[src/rtl/dp_share_pkg.sv]
// Shared types and defaults for the datapath-sharing arbiter.
// Holds the FSM state encoding and the one-hot helper used for grants.
package dp_share_pkg;

    typedef enum logic [2:0] {
        ST_IDLE  = 3'd0,
        ST_ISSUE = 3'd1,
        ST_WAIT  = 3'd2,
        ST_RESP  = 3'd3,
        ST_ABORT = 3'd4
    } state_t;

    localparam int DEF_N_REQ  = 4;
    localparam int DEF_DATA_W = 16;
    localparam int DEF_TMO    = 31;
    localparam int MAX_REQ    = 8;

    function automatic logic [MAX_REQ-1:0] onehot(input logic [2:0] idx);
        return 8'b0000_0001 << idx;
    endfunction

endpackage

[src/rtl/dp_share_arbiter_rr_pick.sv]
// Combinational round-robin picker: rotate req so ptr sits at bit 0,
// take the lowest set bit, then rotate the offset back to a client index.
module rr_pick #(
    parameter int N_REQ = 4,
    parameter int PTR_W = 2
) (
    input  logic [N_REQ-1:0] req,
    input  logic [PTR_W-1:0] ptr,
    output logic [PTR_W-1:0] winner,
    output logic             valid
);

    function automatic logic [PTR_W-1:0] wrap_add(input logic [PTR_W-1:0] a,
                                                  input logic [PTR_W-1:0] b);
        logic [PTR_W:0] sum;
        sum = {1'b0, a} + {1'b0, b};
        if (sum >= (PTR_W+1)'(N_REQ)) begin
            wrap_add = PTR_W'(sum - (PTR_W+1)'(N_REQ));
        end else begin
            wrap_add = sum[PTR_W-1:0];
        end
    endfunction

    logic [N_REQ-1:0] rot_s;
    logic [PTR_W-1:0] off_s;
    logic             found_s;

    // Rotate, priority-encode from the bottom, rotate back.
    always_comb begin
        rot_s   = '0;
        off_s   = '0;
        found_s = 1'b0;
        for (int i = 0; i < N_REQ; i++) begin
            rot_s[i] = req[wrap_add(ptr, PTR_W'(i))];
        end
        for (int i = 0; i < N_REQ; i++) begin
            if (rot_s[i] && !found_s) begin
                off_s   = PTR_W'(i);
                found_s = 1'b1;
            end else begin
                found_s = found_s;
            end
        end
        winner = wrap_add(ptr, off_s);
        valid  = found_s;
    end

endmodule

[src/rtl/dp_share_arbiter.sv]
// Round-robin front end that lends one sequenced datapath to N_REQ clients,
// with a watchdog that resets the datapath if it never reports completion.
module dp_share_arbiter
    import dp_share_pkg::*;
#(
    parameter int N_REQ  = DEF_N_REQ,
    parameter int DATA_W = DEF_DATA_W,
    parameter int TMO    = DEF_TMO
) (
    input  logic                    clk,
    input  logic                    rst,
    input  logic [N_REQ-1:0]        req,
    input  logic [N_REQ*DATA_W-1:0] x_in,
    output logic [N_REQ-1:0]        gnt,
    output logic [N_REQ-1:0]        done,
    output logic                    err,
    output logic [DATA_W-1:0]       result,
    output logic                    busy,
    output logic                    dp_permit,
    output logic [DATA_W-1:0]       dp_x,
    output logic                    dp_rst,
    input  logic                    dp_ready,
    input  logic                    dp_feito,
    input  logic [DATA_W-1:0]       dp_result
);

    localparam int PTR_W = (N_REQ > 1) ? $clog2(N_REQ) : 1;
    localparam int WD_W  = $clog2(TMO + 1);
    localparam logic [WD_W-1:0]  WD_MAX = WD_W'(TMO);
    localparam logic [PTR_W-1:0] LAST   = PTR_W'(N_REQ - 1);

    state_t              state_r, state_next_s;
    logic [PTR_W-1:0]    ptr_r, ptr_next_s;
    logic [PTR_W-1:0]    owner_r, owner_next_s;
    logic [N_REQ-1:0]    gnt_r, gnt_next_s;
    logic [N_REQ-1:0]    done_r, done_next_s;
    logic                err_r, err_next_s;
    logic [DATA_W-1:0]   result_r, result_next_s;
    logic [DATA_W-1:0]   dp_x_r, dp_x_next_s;
    logic                dp_rst_r, dp_rst_next_s;
    logic [WD_W-1:0]     wdog_r, wdog_next_s;
    logic                permit_s;
    logic [PTR_W-1:0]    pick_idx_s;
    logic                pick_valid_s;

    rr_pick #(
        .N_REQ (N_REQ),
        .PTR_W (PTR_W)
    ) u_pick (
        .req    (req),
        .ptr    (ptr_r),
        .winner (pick_idx_s),
        .valid  (pick_valid_s)
    );

    // FSM state register.
    always_ff @(posedge clk) begin
        if (rst) begin
            state_r <= ST_IDLE;
        end else begin
            state_r <= state_next_s;
        end
    end

    // Next-state, next-register values and the combinational permit strobe.
    always_comb begin
        state_next_s  = state_r;
        ptr_next_s    = ptr_r;
        owner_next_s  = owner_r;
        gnt_next_s    = gnt_r;
        done_next_s   = '0;
        err_next_s    = err_r;
        result_next_s = result_r;
        dp_x_next_s   = dp_x_r;
        dp_rst_next_s = 1'b0;
        wdog_next_s   = wdog_r;
        permit_s      = 1'b0;
        case (state_r)
            ST_IDLE: begin
                if (pick_valid_s) begin
                    owner_next_s = pick_idx_s;
                    gnt_next_s   = N_REQ'(onehot(3'(pick_idx_s)));
                    dp_x_next_s  = x_in[pick_idx_s*DATA_W +: DATA_W];
                    state_next_s = ST_ISSUE;
                end else begin
                    state_next_s = ST_IDLE;
                end
            end
            ST_ISSUE: begin
                permit_s = dp_ready;
                if (dp_ready) begin
                    wdog_next_s  = '0;
                    state_next_s = ST_WAIT;
                end else begin
                    state_next_s = ST_ISSUE;
                end
            end
            ST_WAIT: begin
                wdog_next_s = (wdog_r == WD_MAX) ? wdog_r : wdog_r + 1'b1;
                // Completion beats a coincident timeout.
                if (dp_feito) begin
                    result_next_s = dp_result;
                    done_next_s   = gnt_r;
                    err_next_s    = 1'b0;
                    state_next_s  = ST_RESP;
                end else if (wdog_r == WD_MAX) begin
                    dp_rst_next_s = 1'b1;
                    state_next_s  = ST_ABORT;
                end else begin
                    state_next_s  = ST_WAIT;
                end
            end
            ST_ABORT: begin
                result_next_s = '0;
                done_next_s   = gnt_r;
                err_next_s    = 1'b1;
                state_next_s  = ST_RESP;
            end
            ST_RESP: begin
                gnt_next_s   = '0;
                err_next_s   = 1'b0;
                ptr_next_s   = (owner_r == LAST) ? '0 : owner_r + 1'b1;
                state_next_s = ST_IDLE;
            end
            default: begin
                gnt_next_s   = '0;
                err_next_s   = 1'b0;
                state_next_s = ST_IDLE;
            end
        endcase
    end

    // Registered outputs, rotation pointer and watchdog.
    always_ff @(posedge clk) begin
        if (rst) begin
            ptr_r    <= '0;
            owner_r  <= '0;
            gnt_r    <= '0;
            done_r   <= '0;
            err_r    <= 1'b0;
            result_r <= '0;
            dp_x_r   <= '0;
            dp_rst_r <= 1'b0;
            wdog_r   <= '0;
        end else begin
            ptr_r    <= ptr_next_s;
            owner_r  <= owner_next_s;
            gnt_r    <= gnt_next_s;
            done_r   <= done_next_s;
            err_r    <= err_next_s;
            result_r <= result_next_s;
            dp_x_r   <= dp_x_next_s;
            dp_rst_r <= dp_rst_next_s;
            wdog_r   <= wdog_next_s;
        end
    end

    assign gnt       = gnt_r;
    assign done      = done_r;
    assign err       = err_r;
    assign result    = result_r;
    assign dp_x      = dp_x_r;
    assign dp_rst    = dp_rst_r;
    assign dp_permit = permit_s;
    assign busy      = (state_r != ST_IDLE);

endmodule

[config.mk]
export PLATFORM = sky130hd
export DESIGN_NAME = dp_share_arbiter
export DESIGN_NICKNAME = d
export VERILOG_FILES = /design/src/rtl/dp_share_pkg.sv /design/src/rtl/dp_share_arbiter_rr_pick.sv /design/src/rtl/dp_share_arbiter.sv
export SDC_FILE = /design/constraint.sdc
export NUM_CORES = 1
export LEC_CHECK = 0
export CORE_MARGIN = 2
export CORE_UTILIZATION = 46
export DETAILED_ROUTE_END_ITERATION = 7
export GPL_TIMING_DRIVEN = 0
export PLACE_DENSITY = 0.87
export RECOVER_POWER = 25
export SLEW_MARGIN = 10
export SYNTH_ARGS = -nofsm -noshare
export SYNTH_HDL_FRONTEND = slang
export SYNTH_SLANG_ARGS = --single-unit
export TNS_END_PERCENT = 50
[constraint.sdc]
create_clock -name clk -period 6.2 [get_ports clk]
set_clock_uncertainty 0.15 [all_clocks]
set_input_delay 1.24 -clock clk [delete_from_list [all_inputs] [get_ports clk]]
set_output_delay 1.24 -clock clk [all_outputs]
set_load 0.005 [all_outputs]
==> flow_summary.ini <==
[cts]
ctsResizeCount = 0
cts_setup_buffers = 0
cts_tree = yes
clkLatencyLatePin_ns = 0.31
cts_hold_buf = 0
clk_path_buf_depth = 2
numCtsBuffers = 5
clkSlewWorstSetupHoldPaths_ns = 0.10
htreeDepth = 2
cts_num_sinks = 54
clockRootBuffer = clkbuf_8

[worst_setup_path]
crit_path_frequent_cell = mux2i_1
setup.worst_path.start_class = input pin
reg2reg_from = ptr_r[0]$_SDFFE_PP0N_
worst_r2r_endpoint = dp_x[9]$_SDFFE_PP0P_
crit_path_top_delay_cell = buf_1
arrival_ns = 4.47
r2r_cells = 9
cp_slowest_stage_delay_ns = 0.67
crit_path_max_fanout = 10
endpoint_kind = register
reg2reg_slack_ns = 2.85
path_class = in -> reg
worstPathCellList = clkdlybuf4s50_1, nor2_1, or4_1, o2111ai_1, ha_1, buf_2, buf_1, mux2i_1, mux2i_1, a221o_1
critPathRequiredTime_ns = 6.26

[yosys]
syn_inst = 296
synth_top_area_cell = dfxtp_1
ys_seq_area_frac = 0.3618
synth_common_cells = 54 x dfxtp_1, 47 x mux2i_1, 24 x nor2_1
synthArstFlopShare = 0
synthFlopType = dfxtp_1
yosysWarnings = 0
ys_ff_latch = 54
synth.most_common_cell = dfxtp_1
synth_area_per_cell_um2 = 10.09
ys_types = 47
synth-edff-count = 0
syn_area_um2 = 2988
synth_area_leaders = dfxtp_1 36%, mux2i_1 16%, o221a_2 6.0%
syn-num-nets = 388
post-synth-top-area-fraction = 0.3618

[power]
p_sw_uw = 289.0
pwr-share-comb = 0.352
switching_share = 0.3039
leakage_uw = 0.001834
ir_drop_mv = 0.1343
clock_power_share = 0.225
sequentialPowerShare = 0.423
internal_power_uw = 661.8
p_per_area_nw_per_um2 = 212.7

[worst_hold_path]
hold_end = dp_x[0]$_SDFFE_PP0P_
hp-class = reg -> reg
holdCritStartpoint = dp_x[0]$_SDFFE_PP0P_
hold_depth = 1

[grt]
grt.overflow.total = 0
grt_max_degree = 18
grt_pass1_wl_mm = 13.39
grt_pass1_vias = 2906
groute.usage.overall = 0.2290
antenna_found_initial = 0

[floorplanning]
start_util = 0.4732
die_w_um = 84.60
die_height_um = 84.60
dieArea_um2 = 7156
rows = 29
pin_count = 132
coreArea_um2 = 6314

[sta]
tns_ns = 0
fin_crit_sh = 0.7113
slew_headroom = 0.4404
setup_viol = 0
worstMarginPinSlew_ns = 0.8394
hold_violations = 0
fmax_mhz = 226.8
drv_slew = 0
period_needed_ns = 4.410
rsz0062_at_grt = no

[placement]
gp_congestion = 0.7980
numPortBuffers = 129
placed_cells = 502
hpwl_mm = 6.299

[final_layout]
final_cells = 510
drive_above_1_share = 0.1409
area_delta_synth_final_pct = 49.62
antennaDiodeCount = 0
nets = 524

[drt]
dr.pass1.iters = 4
routed_wirelength_mm = 8.125
ant_nets = 0
viasPerCell = 5.643
wire_per_inst_um = 15.93
drt_iter0_drc = 121
num_vias = 2878
drt_drc_violations_left = 0

[status]
status = finished clean

[run]
cap_violations = 0
-- cells by family (layout without fill, tap and decap cells) --
group	Yosys count	after routing	synth area share
AOI/OAI and AO/OA	71	71	0.2249
xor gates and xnor gates	5	5	0.01968
adders and majority gates	4	4	0.01675
buffers and inverters	23	160	0.04899
DFF	54	54	0.3618
muxes	47	47	0.1575
and+or+nand+nor	92	92	0.1704
-- cells in the final DEF, fill, tap and decap left out, types with 3 or more instances in the layout --
| cell | count |
|---|---|
| clkbuf_1 | 5 |
| clkdlybuf4s50_1 | 107 |
| o221a_2 | 16 |
| buf_2 | 6 |
| and3_1 | 4 |
| clkbuf_8 | 6 |
| nand2_1 | 10 |
| nor3_1 | 9 |
| buf_6 | 4 |
| nor2_1 | 24 |
| dlygate4sd3_1 | 22 |
| ha_1 | 4 |
| a221o_1 | 15 |
| nor2b_1 | 17 |
| dfxtp_1 | 54 |
| buf_4 | 3 |
| and2_1 | 4 |
| nand3_1 | 3 |
| a211oi_2 | 10 |
| a211oi_1 | 6 |
| xor2_1 | 3 |
| nor2_2 | 3 |
| nand2b_1 | 7 |
| a21oi_1 | 9 |
| mux2i_1 | 47 |
-- critical path: cells and delay by family --
kind            cells  cell delay (ns)
buf+inv             3             1.58
fa+ha+maj           1             0.14
mux                 2             0.53
compound gates      2             0.45
simple gates        2             0.51
-- routing by layer --
metal	track usage	vias up	share of wire
met2	0.4080	131	0.50
met4	0.08802	0	0.021
met1	0.2584	1345	0.40
met3	0.06391	13	0.082
li1	-	1389	-
met5	0	-	0
-- stage by stage --
| stage | total power (uW) | hold WS [ns] | util | setup slack, ns | area [um2] |
|---|---|---|---|---|---|
| 6_report | 950.8 | 0.3419 | 0.7081 | 1.790 | 4471 |
| 5_1_grt | 1000 | 0.3652 | 0.7081 | 1.609 | 4471 |
| 4_1_cts | 957.7 | 0.3495 | 0.7087 | 1.813 | 4474 |
| 3_5_place_dp | 747.1 | 0.3058 | 0.6930 | 1.488 | 4375 |
| 3_3_place_gp | 738.0 | 0.2948 | 0.6930 | 1.565 | 4375 |
| 2_1_floorplan | 588.5 | 0.3003 | - | 2.444 | 2988 |
-- registers in the layout (all words and copies together) (netlist names) --
| name | cells |
|---|---|
| dp_x | 16 |
| result | 16 |
| ptr_r | 2 |
| err | 1 |
| state_r | 3 |
| gnt | 4 |
| wdog_r | 5 |
| owner_r | 2 |
| dp_rst | 1 |
| done | 4 |
-- worst max-delay path by stage --
stage                      start                    to  slack, ns
after global placement    req[3]  dp_x[8]$_SDFFE_PP0P_       1.56
after floorplan           req[2]  dp_x[4]$_SDFFE_PP0P_       2.44
final                     req[1]  dp_x[9]$_SDFFE_PP0P_       1.79
after global routing      req[3]  dp_x[4]$_SDFFE_PP0P_       1.61
after CTS                 req[3]  dp_x[4]$_SDFFE_PP0P_       1.81
after detailed placement  req[3]  dp_x[4]$_SDFFE_PP0P_       1.49
-- power groups by stage --
stage          logic (uW)  clock network [uW]  registers (uW)
5_1_grt               362                 232             406
4_1_cts               339                 216             402
3_5_place_dp          338                   0             409
6_report              335                 214             402
3_3_place_gp          330                   0             408
2_1_floorplan         181                   0             408
-- cell type report --
class	count	area, um2
Fill cell	512	1843
Multi-Input combinational cell	219	1757
Timing Repair Buffer	129	1291
Sequential cell	54	1081
Buffer	21	138.9
Tap cell	77	96.34
Clock buffer	6	82.58
Clock inverter	2	16.27
Inverter	2	7.507
(Power assumes the default switching activity.)
